<file path="config.mk">
export PLATFORM = sky130hd
export DESIGN_NAME = rv_hazard_ctrl_flat
export DESIGN_NICKNAME = d
export VERILOG_FILES = /design/src/rtl/rv_structs.sv /design/src/rtl/rv_hazard_ctrl_if.sv /design/src/rtl/rv_hazard_lu.sv /design/src/rtl/rv_hazard_ctrl.sv /design/src/flat_wrapper.sv
export SDC_FILE = /design/constraint.sdc
export NUM_CORES = 1
export LEC_CHECK = 0
export ABC_CLOCK_PERIOD_IN_PS = 4900
export CORE_MARGIN = 2
export CORE_UTILIZATION = 37
export DETAILED_ROUTE_END_ITERATION = 8
export GPL_TIMING_DRIVEN = 1
export PLACE_DENSITY = 0.9
export SYNTH_ARGS = -nofsm -noshare
export SYNTH_HDL_FRONTEND = slang
export SYNTH_HIERARCHICAL = 1
export SYNTH_SLANG_ARGS = --single-unit
export TNS_END_PERCENT = 30
</file>
<file path="constraint.sdc">
create_clock -name i_clk -period 4.9 [get_ports i_clk]
set_clock_uncertainty 0.2 [all_clocks]
set_input_delay 0.98 -clock i_clk [delete_from_list [all_inputs] [get_ports i_clk]]
set_output_delay 0.98 -clock i_clk [all_outputs]
set_load 0.01 [all_outputs]
</file>
<file path="src/rtl/rv_structs.sv">
// Shared pipeline-control types: hazard FSM state encoding and register index width.
package rv_structs;

  localparam int REG_W = 5;

  typedef enum logic [1:0] {
    HZ_RUN     = 2'd0,
    HZ_MC_WAIT = 2'd1,
    HZ_FLUSH   = 2'd2
  } hazard_state_t;

endpackage

</file>
<file path="src/rtl/rv_hazard_ctrl_if.sv">
// Hazard-control bundle between the pipeline (master) and rv_hazard_ctrl (slave).
interface rv_hazard_ctrl_if;
  import rv_structs::*;

  logic [REG_W-1:0] i_dec_rs1, i_dec_rs2, i_alu1_rd;
  logic i_dec_rs1_used, i_dec_rs2_used, i_alu1_load, i_alu1_reg_write;
  logic i_mc_req, i_mc_done, i_pc_change, i_trap, i_mem_busy;
  logic o_stall_fetch, o_stall_decode, o_stall_alu1, o_flush_decode, o_flush_alu1;
  logic o_mc_start, o_mc_kill, o_mc_timeout, o_busy;
  logic [1:0] o_state;

  modport master (
    output i_dec_rs1, i_dec_rs2, i_dec_rs1_used, i_dec_rs2_used, i_alu1_rd, i_alu1_load,
           i_alu1_reg_write, i_mc_req, i_mc_done, i_pc_change, i_trap, i_mem_busy,
    input  o_stall_fetch, o_stall_decode, o_stall_alu1, o_flush_decode, o_flush_alu1,
           o_mc_start, o_mc_kill, o_mc_timeout, o_busy, o_state
  );

  modport slave (
    input  i_dec_rs1, i_dec_rs2, i_dec_rs1_used, i_dec_rs2_used, i_alu1_rd, i_alu1_load,
           i_alu1_reg_write, i_mc_req, i_mc_done, i_pc_change, i_trap, i_mem_busy,
    output o_stall_fetch, o_stall_decode, o_stall_alu1, o_flush_decode, o_flush_alu1,
           o_mc_start, o_mc_kill, o_mc_timeout, o_busy, o_state
  );
endinterface

</file>
<file path="src/rtl/rv_hazard_lu.sv">
// Load-use detector: load in alu1 writes a non-x0 register that decode actually reads.
module rv_hazard_lu
  import rv_structs::*;
(
  input  logic [REG_W-1:0] rs1,
  input  logic [REG_W-1:0] rs2,
  input  logic             rs1_used,
  input  logic             rs2_used,
  input  logic [REG_W-1:0] rd,
  input  logic             load,
  input  logic             reg_write,
  output logic             hazard
);
  logic hit1, hit2;

  assign hit1   = rs1_used && (rs1 == rd);
  assign hit2   = rs2_used && (rs2 == rd);
  assign hazard = load && reg_write && (rd != '0) && (hit1 || hit2);
endmodule

</file>
<file path="src/rtl/rv_hazard_ctrl.sv">
// Pipeline hazard controller: redirect flush, memory wait, multi-cycle op wait, load-use.
// Optional RV_HAZARD_MC_TIMEOUT_EN aborts a multi-cycle op after MC_MAX_CYCLES cycles.
module rv_hazard_ctrl
  import rv_structs::*;
#(
  parameter int FLUSH_CYCLES  = 2,
  parameter int MC_MAX_CYCLES = 34
) (
  input logic             i_clk,
  input logic             i_reset_n,
  rv_hazard_ctrl_if.slave hz
);
  localparam int         MCW     = $clog2(MC_MAX_CYCLES);
  localparam logic [2:0] FL_LAST = 3'(FLUSH_CYCLES - 1);

  hazard_state_t  state, state_nxt;
  logic [MCW-1:0] mc_cnt, mc_cnt_nxt;
  logic [2:0]     fl_cnt, fl_cnt_nxt;
  logic           lu_hazard, redirect;
  logic stall_f, stall_d, stall_a, flush_d, flush_a, mc_start, mc_kill, mc_tmo;

  rv_hazard_lu u_lu (
    .rs1       (hz.i_dec_rs1),
    .rs2       (hz.i_dec_rs2),
    .rs1_used  (hz.i_dec_rs1_used),
    .rs2_used  (hz.i_dec_rs2_used),
    .rd        (hz.i_alu1_rd),
    .load      (hz.i_alu1_load),
    .reg_write (hz.i_alu1_reg_write),
    .hazard    (lu_hazard)
  );

  assign redirect = hz.i_trap || hz.i_pc_change;

  always_comb begin
    {stall_f, stall_d, stall_a, flush_d, flush_a, mc_start, mc_kill, mc_tmo} = '0;
    state_nxt  = state;
    mc_cnt_nxt = mc_cnt;
    fl_cnt_nxt = fl_cnt;
    if (redirect) begin
      // Redirect overrides everything and cancels an in-flight multi-cycle op.
      {flush_d, flush_a} = 2'b11;
      mc_kill    = (state == HZ_MC_WAIT);
      state_nxt  = (FLUSH_CYCLES > 1) ? HZ_FLUSH : HZ_RUN;
      fl_cnt_nxt = 3'd1;
    end else begin
      case (state)
        HZ_RUN: begin
          if (hz.i_mem_busy) begin
            {stall_f, stall_d, stall_a} = 3'b111;
          end else if (hz.i_mc_req) begin
            {stall_f, stall_d, stall_a} = 3'b111;
            mc_start   = 1'b1;
            state_nxt  = HZ_MC_WAIT;
            mc_cnt_nxt = '0;
          end else if (lu_hazard) begin
            {stall_f, stall_d, flush_a} = 3'b111;
          end
        end
        HZ_MC_WAIT: begin
          if (hz.i_mem_busy) begin
            {stall_f, stall_d, stall_a} = 3'b111;
          end else if (hz.i_mc_done) begin
            state_nxt = HZ_RUN;
`ifdef RV_HAZARD_MC_TIMEOUT_EN
          end else if (mc_cnt == MCW'(MC_MAX_CYCLES - 1)) begin
            mc_tmo    = 1'b1;
            mc_kill   = 1'b1;
            state_nxt = HZ_RUN;
`endif
          end else begin
            {stall_f, stall_d, stall_a} = 3'b111;
            mc_cnt_nxt = mc_cnt + MCW'(1);
          end
        end
        HZ_FLUSH: begin
          {flush_d, flush_a} = 2'b11;
          fl_cnt_nxt = fl_cnt + 3'd1;
          if (fl_cnt == FL_LAST) state_nxt = HZ_RUN;
        end
        default: state_nxt = HZ_RUN;
      endcase
    end
  end

  always_ff @(posedge i_clk or negedge i_reset_n) begin
    if (!i_reset_n) begin
      state  <= HZ_RUN;
      mc_cnt <= '0;
      fl_cnt <= '0;
    end else begin
      state  <= state_nxt;
      mc_cnt <= mc_cnt_nxt;
      fl_cnt <= fl_cnt_nxt;
    end
  end

  // Outputs are gated by reset so they drop the instant reset asserts.
  assign hz.o_stall_fetch  = i_reset_n & stall_f;
  assign hz.o_stall_decode = i_reset_n & stall_d;
  assign hz.o_stall_alu1   = i_reset_n & stall_a;
  assign hz.o_flush_decode = i_reset_n & flush_d;
  assign hz.o_flush_alu1   = i_reset_n & flush_a;
  assign hz.o_mc_start     = i_reset_n & mc_start;
  assign hz.o_mc_kill      = i_reset_n & mc_kill;
`ifdef RV_HAZARD_MC_TIMEOUT_EN
  assign hz.o_mc_timeout   = i_reset_n & mc_tmo;
`else
  assign hz.o_mc_timeout   = 1'b0;
`endif
  assign hz.o_busy         = i_reset_n & (state != HZ_RUN);
  assign hz.o_state        = i_reset_n ? state : 2'b00;
endmodule

</file>
<file path="src/flat_wrapper.sv">
// flat-port wrapper written by rule: the top's interface ports become plain ports
module rv_hazard_ctrl_flat import rv_structs::*;
#(
  parameter int FLUSH_CYCLES  = 2,
  parameter int MC_MAX_CYCLES = 34
)
  (i_clk, i_reset_n, hz_i_dec_rs1, hz_i_dec_rs2, hz_i_dec_rs1_used, hz_i_dec_rs2_used, hz_i_alu1_rd, hz_i_alu1_load, hz_i_alu1_reg_write, hz_i_mc_req, hz_i_mc_done, hz_i_pc_change, hz_i_trap, hz_i_mem_busy, hz_o_stall_fetch, hz_o_stall_decode, hz_o_stall_alu1, hz_o_flush_decode, hz_o_flush_alu1, hz_o_mc_start, hz_o_mc_kill, hz_o_mc_timeout, hz_o_busy, hz_o_state);
  rv_hazard_ctrl_if hz_i ();
  input logic i_clk;
  input logic i_reset_n;
  input wire logic [$bits(hz_i.i_dec_rs1)-1:0] hz_i_dec_rs1;
  input wire logic [$bits(hz_i.i_dec_rs2)-1:0] hz_i_dec_rs2;
  input wire logic [$bits(hz_i.i_dec_rs1_used)-1:0] hz_i_dec_rs1_used;
  input wire logic [$bits(hz_i.i_dec_rs2_used)-1:0] hz_i_dec_rs2_used;
  input wire logic [$bits(hz_i.i_alu1_rd)-1:0] hz_i_alu1_rd;
  input wire logic [$bits(hz_i.i_alu1_load)-1:0] hz_i_alu1_load;
  input wire logic [$bits(hz_i.i_alu1_reg_write)-1:0] hz_i_alu1_reg_write;
  input wire logic [$bits(hz_i.i_mc_req)-1:0] hz_i_mc_req;
  input wire logic [$bits(hz_i.i_mc_done)-1:0] hz_i_mc_done;
  input wire logic [$bits(hz_i.i_pc_change)-1:0] hz_i_pc_change;
  input wire logic [$bits(hz_i.i_trap)-1:0] hz_i_trap;
  input wire logic [$bits(hz_i.i_mem_busy)-1:0] hz_i_mem_busy;
  output wire logic [$bits(hz_i.o_stall_fetch)-1:0] hz_o_stall_fetch;
  output wire logic [$bits(hz_i.o_stall_decode)-1:0] hz_o_stall_decode;
  output wire logic [$bits(hz_i.o_stall_alu1)-1:0] hz_o_stall_alu1;
  output wire logic [$bits(hz_i.o_flush_decode)-1:0] hz_o_flush_decode;
  output wire logic [$bits(hz_i.o_flush_alu1)-1:0] hz_o_flush_alu1;
  output wire logic [$bits(hz_i.o_mc_start)-1:0] hz_o_mc_start;
  output wire logic [$bits(hz_i.o_mc_kill)-1:0] hz_o_mc_kill;
  output wire logic [$bits(hz_i.o_mc_timeout)-1:0] hz_o_mc_timeout;
  output wire logic [$bits(hz_i.o_busy)-1:0] hz_o_busy;
  output wire logic [$bits(hz_i.o_state)-1:0] hz_o_state;
  assign hz_i.i_dec_rs1 = hz_i_dec_rs1;
  assign hz_i.i_dec_rs2 = hz_i_dec_rs2;
  assign hz_i.i_dec_rs1_used = hz_i_dec_rs1_used;
  assign hz_i.i_dec_rs2_used = hz_i_dec_rs2_used;
  assign hz_i.i_alu1_rd = hz_i_alu1_rd;
  assign hz_i.i_alu1_load = hz_i_alu1_load;
  assign hz_i.i_alu1_reg_write = hz_i_alu1_reg_write;
  assign hz_i.i_mc_req = hz_i_mc_req;
  assign hz_i.i_mc_done = hz_i_mc_done;
  assign hz_i.i_pc_change = hz_i_pc_change;
  assign hz_i.i_trap = hz_i_trap;
  assign hz_i.i_mem_busy = hz_i_mem_busy;
  assign hz_o_stall_fetch = hz_i.o_stall_fetch;
  assign hz_o_stall_decode = hz_i.o_stall_decode;
  assign hz_o_stall_alu1 = hz_i.o_stall_alu1;
  assign hz_o_flush_decode = hz_i.o_flush_decode;
  assign hz_o_flush_alu1 = hz_i.o_flush_alu1;
  assign hz_o_mc_start = hz_i.o_mc_start;
  assign hz_o_mc_kill = hz_i.o_mc_kill;
  assign hz_o_mc_timeout = hz_i.o_mc_timeout;
  assign hz_o_busy = hz_i.o_busy;
  assign hz_o_state = hz_i.o_state;
  rv_hazard_ctrl #(.FLUSH_CYCLES(FLUSH_CYCLES), .MC_MAX_CYCLES(MC_MAX_CYCLES)) u_core (.i_clk(i_clk), .i_reset_n(i_reset_n), .hz(hz_i));
endmodule
</file>
==> impl_metrics.yaml, run 1 <==
min_path:
  hp-class: "reg2reg"
clocking:
  cts_setup_buffers: 0
  hold_buffers: 0
  cts-resized-gates: 0
  cts_tree: "built"
  path_clk_slew_ns: 0.04
  clock_path_buffers: 2
  htree_levels: 1
  clockRootBuffer: "clkbuf_4"
  cts-buffers-inserted: 3
  cts_sinks: 5
  clock_latency_ns: 0.26
finish:
  n_antenna_cell: 0
  drive_gt1_share_pct: 9.28
  finalNetCount: 126
  final_core_util_pct: 68.2
  n_fill_cell: 109
  regArea_sq_um: 125
  areaGrowthSynthToFinish_pct: 68.3
  multi_input_area_sq_um: 378
  instances_no_fill: 112
global_routing:
  grt_max_degree: 10
  grt_antenna_before_repair: 0
  grt_use_total_pct: 17.8
  grt-ovfl-total: 0
  grt_pass1_wl_um: 2330
  grt_pass1_vias: 553
sta:
  min_period_ns: 4.40
  timing_hold_violations_final: 0
  finalCritPeriodShare_pct: 89.9
  grt_setup_unrepaired: "no"
  fin_hold_ws_ns: 0.370
  fmax_mhz: 227
  slew_violations: 0
  tns_ns: 0
  setup_viol: 0
placement:
  gp_congestion: 0.783
  dp.final_hpwl_um: 1280
  dp.cells: 108
  io_buffer_count: 35
floorplanning:
  placeableCoreArea_sq_mm: 0.00133
  io_pins: 37
  row_count: 13
  die_y_um: 42.2
  dieArea_sq_mm: 0.00178
  die_w_um: 42.2
  start_util_pct: 40.5
detailed_routing:
  drt_iter0_drc: 5
  vias_per_cell: 4.97
  vias: 557
  dr.pass1.iters: 4
  wl_per_cell_um: 13.4
  drc: 0
  ant_nets: 0
  wl_um: 1500
critical_path:
  crit_slowest_cell: "clkdlybuf4s50_1"
  crit_type: "in2out"
  required_ns: 3.72
  path_max_fanout: 3
  critPathCaptureType: "output port"
  crit_arrival_ns: 3.22
  slowest_delay_ns: 0.59
  crit_path_start_kind: "primary input"
  path_cells: "clkdlybuf4s50_1 > xor2_1 > nor4_1 > nand3_1 > a21oi_1 > nor4_1 > a311oi_1 > clkdlybuf4s50_1"
logic_synthesis:
  synth_seq_area_share_pct: 23.1
  netlist.area_leader.share_pct: 23.1
  synth_area_per_cell_sq_um: 8.86
  yosys.area.top_type: "dfrtp_1"
  synthTopCellsByArea: "dfrtp_1 (23%), xor2_1 (16%), ha_1 (4.6%)"
  ys_ff_latch: 5
  synthesis.area_sq_um: 541
  yosys_warnings: 6
  syn-num-nets: 89
  ys_types: 31
  syn_inst: 61
power_and_ir_drop:
  p_per_area_mw_per_mm2: 170
  ir_worst_vdd_v: 0.000180
  leakage_nw: 0.360
outcome:
  status: "completed"
job:
  drv_cap: 0
## through the flow
stage	worst slack (ns)	cell area (sq um)	power, mW
3_3_place_gp	0.533	883	0.102
6_report	0.496	910	0.154
3_5_place_dp	0.491	883	0.103
2_1_floorplan	1.41	541	0.0693
5_1_grt	0.292	910	0.165
4_1_cts	0.491	910	0.157
## power breakdown
part,total [mW],internal [mW],switching (mW)
combinational,0.0562,0.0343,0.0219
clock,0.0519,0.0310,0.0208
sequential,0.0464,0.0436,0.00275
total,0.154,0.109,0.0455
## cell type report
| class | count | area share, % |
|---|---|---|
| Multi-Input combinational cell | 50 | 41.5 |
| Timing Repair Buffer | 35 | 38.5 |
| Sequential cell | 5 | 13.8 |
| Clock buffer | 4 | 2.89 |
| Tap cell | 15 | 2.06 |
| Inverter | 3 | 1.24 |
## sequential cells by signal, summed over array words and instances (netlist names)
name           cells
u_core/state       2
u_core/fl_cnt      3
## logic make-up (layout without fill, tap and decap cells)
family,after synthesis,in the layout,share of synthesized area (%)
compound gates,9,9,11.1
xor+xnor,12,12,19.4
fa+ha+maj,2,2,4.63
buf+inv,6,42,6.94
flops,5,5,23.1
mux,1,1,1.85
other cells,1,1,0.694
simple gates,25,25,32.2
## placed cells by master, fill, tap and decap left out
| master | instances |
|---|---|
| conb_1 | 1 |
| or4_1 | 1 |
| clkdlybuf4s50_1 | 35 |
| a21oi_1 | 3 |
| o21ai_0 | 2 |
| nand3b_4 | 1 |
| or2_2 | 1 |
| nor2_4 | 1 |
| nand3_1 | 2 |
| mux2i_1 | 1 |
| nand2b_4 | 1 |
| xor2_1 | 10 |
| a311oi_1 | 1 |
| nor4_1 | 4 |
| a22oi_1 | 1 |
| and2_1 | 3 |
| nor2_2 | 1 |
| clkbuf_4 | 3 |
| nor2b_1 | 1 |
| nor2_1 | 1 |
| nand2_1 | 3 |
| clkbuf_1 | 1 |
| o211ai_2 | 1 |
| nand2b_1 | 1 |
| a31oi_1 | 1 |
| nand3b_1 | 2 |
| nor3_1 | 1 |
| ha_1 | 2 |
| xnor2_1 | 2 |
| nor3b_1 | 1 |
| dfrtp_1 | 5 |
| inv_1 | 3 |
## cells in the mapped netlist, drive strengths merged
library cell and n:
a22oi 1, nand2 3, buf 3, a21oi 3, o211ai 1, conb 1, or2 1, a311oi 1
ha 2, nand2b 2, nor3 1, xor2 10, dfrtp 5, nand3 2, xnor2 2, o21ai 2
nand3b 3, a31oi 1, inv 3, or4 1, nor4 4, and2 3, nor2b 1, nor2 3
nor3b 1, mux2i 1
## layer usage
| metal | track usage, % | part of all wire, % |
|---|---|---|
| met5 | 0 | 0 |
| met4 | 7.50 | 1.4 |
| met3 | 5.17 | 3.6 |
| met2 | 33.8 | 54 |
| met1 | 17.6 | 41 |
## worst paths after layout
kind / startpoint / endpoint / slack, ns / cells after the start
setup / recovery: hz_i_alu1_rd[4] / hz_o_stall_decode / 0.50 / 8
hold / removal: u_core/fl_cnt[0] / u_core/fl_cnt[0] / 0.37 / 2
setup reg to reg: u_core/state[0] / u_core/fl_cnt[2] / 3.62 / 3
hold reg to reg: u_core/fl_cnt[0] / u_core/fl_cnt[0] / 0.37 / 2
max in group asynchronous: i_reset_n / u_core/fl_cnt[2] / 3.40 / 1
min in group asynchronous: i_reset_n / u_core/state[0] / 0.81 / 1
## worst max-delay path, delay by kind of cell
family          cells  cell delay [ns]
compound gates      2             0.49
xor+xnor            1             0.19
buf+inv             2             1.07
simple gates        3             0.48
(Power assumes the default switching activity.)
==> run 2: changes to the inputs <==
CORE_AREA = 2 2 39 41   (was not set)
CORE_MARGIN = not set   (was 2)
CORE_UTILIZATION = not set   (was 37)
DIE_AREA = 0 0 41 43   (was not set)
DONT_BUFFER_PORTS = 1   (was not set)
PLACE_DENSITY = 0.61   (was 0.9)
==> run 2 against run 1 <==
Maximum frequency increased by 22%. Non-clock buffer count decreased by 35. Register-to-register slack about the same. Wire length decreased by 31%. Die area decreased by 1.1%. Sequential share of layout area increased by 8.6 points. Critical path depth decreased by 2. Clock power decreased by 5.6%. Utilization decreased by 28 points. Critical endpoint is now hz_o_stall_fetch. Largest cell class unchanged.
==> impl_metrics.yaml, run 2 (synthesis results as in run 1) <==
clocking:
  hold_buffers: 0
  clock_path_buffers: 2
  clock_latency_ns: 0.25
  clockRootBuffer: "clkbuf_4"
  cts-buffers-inserted: 3
  htree_levels: 1
  cts_tree: "built"
  cts_sinks: 5
  cts-resized-gates: 0
  path_clk_slew_ns: 0.05
  cts_setup_buffers: 0
global_routing:
  grt_pass1_vias: 376
  grt_antenna_before_repair: 0
  grt_pass1_wl_um: 1640
  grt-ovfl-total: 0
  grt_max_degree: 10
  grt_use_total_pct: 13.5
detailed_routing:
  ant_nets: 0
  vias: 409
  drc: 0
  vias_per_cell: 5.24
  wl_per_cell_um: 13.3
  wl_um: 1040
  dr.pass1.iters: 3
  drt_iter0_drc: 4
sta:
  tns_ns: 0
  grt_setup_unrepaired: "no"
  tightestPinTransition_ns: 0.778
  fmax_mhz: 277
  setup_viol: 0
  finalCritPeriodShare_pct: 73.6
  min_period_ns: 3.61
  fin_hold_ws_ns: 0.225
  slew_violations: 0
  max_slew_margin_pct: 47.8
  timing_hold_violations_final: 0
power_and_ir_drop:
  combPwrFrac_pct: 20.6
  seq_power_share_pct: 38.5
  p_sw_share_pct: 27.3
  power.internal_uw: 87.3
  leakage_nw: 0.227
  p_per_area_mw_per_mm2: 214
  p_sw_uw: 32.7
  clock_power_share_pct: 40.8
  ir_worst_vdd_v: 0.0000999
critical_path:
  crit_arrival_ns: 2.43
  crit_slowest_cell: "a311oi_1"
  r2r_slack_ns: 3.62
  crit_buf_inv: 0
  path_cells: "xor2_1 > nor4_1 > nand3_1 > a21oi_1 > nor4_1 > a311oi_1"
  cpLargestDelayFamily: "compound AO/OA/AOI/OAI gates"
  r2r-start: "u_core/state[0]"
  r2r_end: "u_core/fl_cnt[1]"
  crit_path_start_kind: "primary input"
  path_max_fanout: 3
  slowest_delay_ns: 0.63
  crit_type: "in2out"
  required_ns: 3.72
  critPathCaptureType: "output port"
  crit_top_cell: "nor4_1"
  ff2ff_path_depth: 3
  setup.worst_path.start: "hz_i_alu1_rd[2]"
  path_depth: 6
finish:
  layout_commonest_cell: "xor2_1"
  largest_reg_flops: 3
  reg_top3: "u_core/fl_cnt: 3 flops, u_core/state: 2 flops"
  mostFrequentLayoutCells: "xor2_1 (10), dfrtp_1 (5), nor4_1 (4)"
  drive_gt1_share_pct: 14.5
  areaGrowthSynthToFinish_pct: 3.70
  n_antenna_cell: 0
  finalNetCount: 91
  largest_register: "u_core/fl_cnt"
placement:
  io_buffer_count: 0
  dp.final_hpwl_um: 856
  gp_congestion: 0.639
floorplanning:
  io_pins: 37
  die_w_um: 41
  die_y_um: 43
  row_count: 14
  placeableCoreArea_sq_mm: 0.00138
  dieArea_sq_mm: 0.00176
  start_util_pct: 39.1
outcome:
  status: "completed"
min_path:
  hp-class: "in2async"
job:
  drv_cap: 0
[run 2: changes by cell type in the layout (fill, tap and decap cells not counted)]
cell | before | now
clkdlybuf4s50_1 | 35 | 0
[run 2: area by class of cell]
type / count / area, sq um
Sequential cell: 5 / 125
Clock buffer: 4 / 26.3
Multi-Input combinational cell: 50 / 378
Tap cell: 16 / 20.0
Inverter: 3 / 11.3
Fill cell: 148 / 823
[run 2: power by group through the flow]
stage          Clock, mW  Sequential [mW]  Combinational (mW)
4_1_cts           0.0506           0.0463              0.0252
6_report          0.0490           0.0462              0.0248
3_5_place_dp           0           0.0469              0.0250
5_1_grt           0.0534           0.0466              0.0294
2_1_floorplan          0           0.0462              0.0231
3_3_place_gp           0           0.0469              0.0246
[run 2: worst register-to-register path: stages (launching register included)]
cell,delay (ns)
dfrtp_1,0.49
nand2b_4,0.22
mux2i_1,0.17
and2_1,0.13
[run 2: worst max-delay path by stage]
| stage | to |
|---|---|
| 6_report | hz_o_stall_fetch |
| 5_1_grt | hz_o_stall_decode |
| 4_1_cts | hz_o_stall_fetch |
| 3_5_place_dp | hz_o_stall_fetch |
| 3_3_place_gp | hz_o_stall_fetch |
| 2_1_floorplan | hz_o_stall_fetch |
[run 2: layer usage]
metal | GRT usage [%] | wire length [um] | vias to the layer above
met5 | 0 | 0 | -
met4 | 2.00 | 0 | 0
met3 | 5.76 | 115 | 0
met2 | 19.7 | 470 | 23
met1 | 18.6 | 451 | 174
li1 | - | - | 212
[run 2: through the flow]
| step | instance area (sq um) | util (%) | total power, mW | std cells | setup slack (ns) |
|---|---|---|---|---|---|
| CTS | 561 | 40.5 | 0.122 | 78 | 1.30 |
| global route | 561 | 40.5 | 0.129 | 78 | 1.06 |
| floorplan | 541 | - | 0.0693 | 61 | 1.41 |
| finish | 561 | 40.5 | 0.120 | 78 | 1.29 |
| global placement | 534 | 38.6 | 0.0715 | 74 | 1.32 |
| detailed placement | 534 | 38.6 | 0.0719 | 74 | 1.30 |
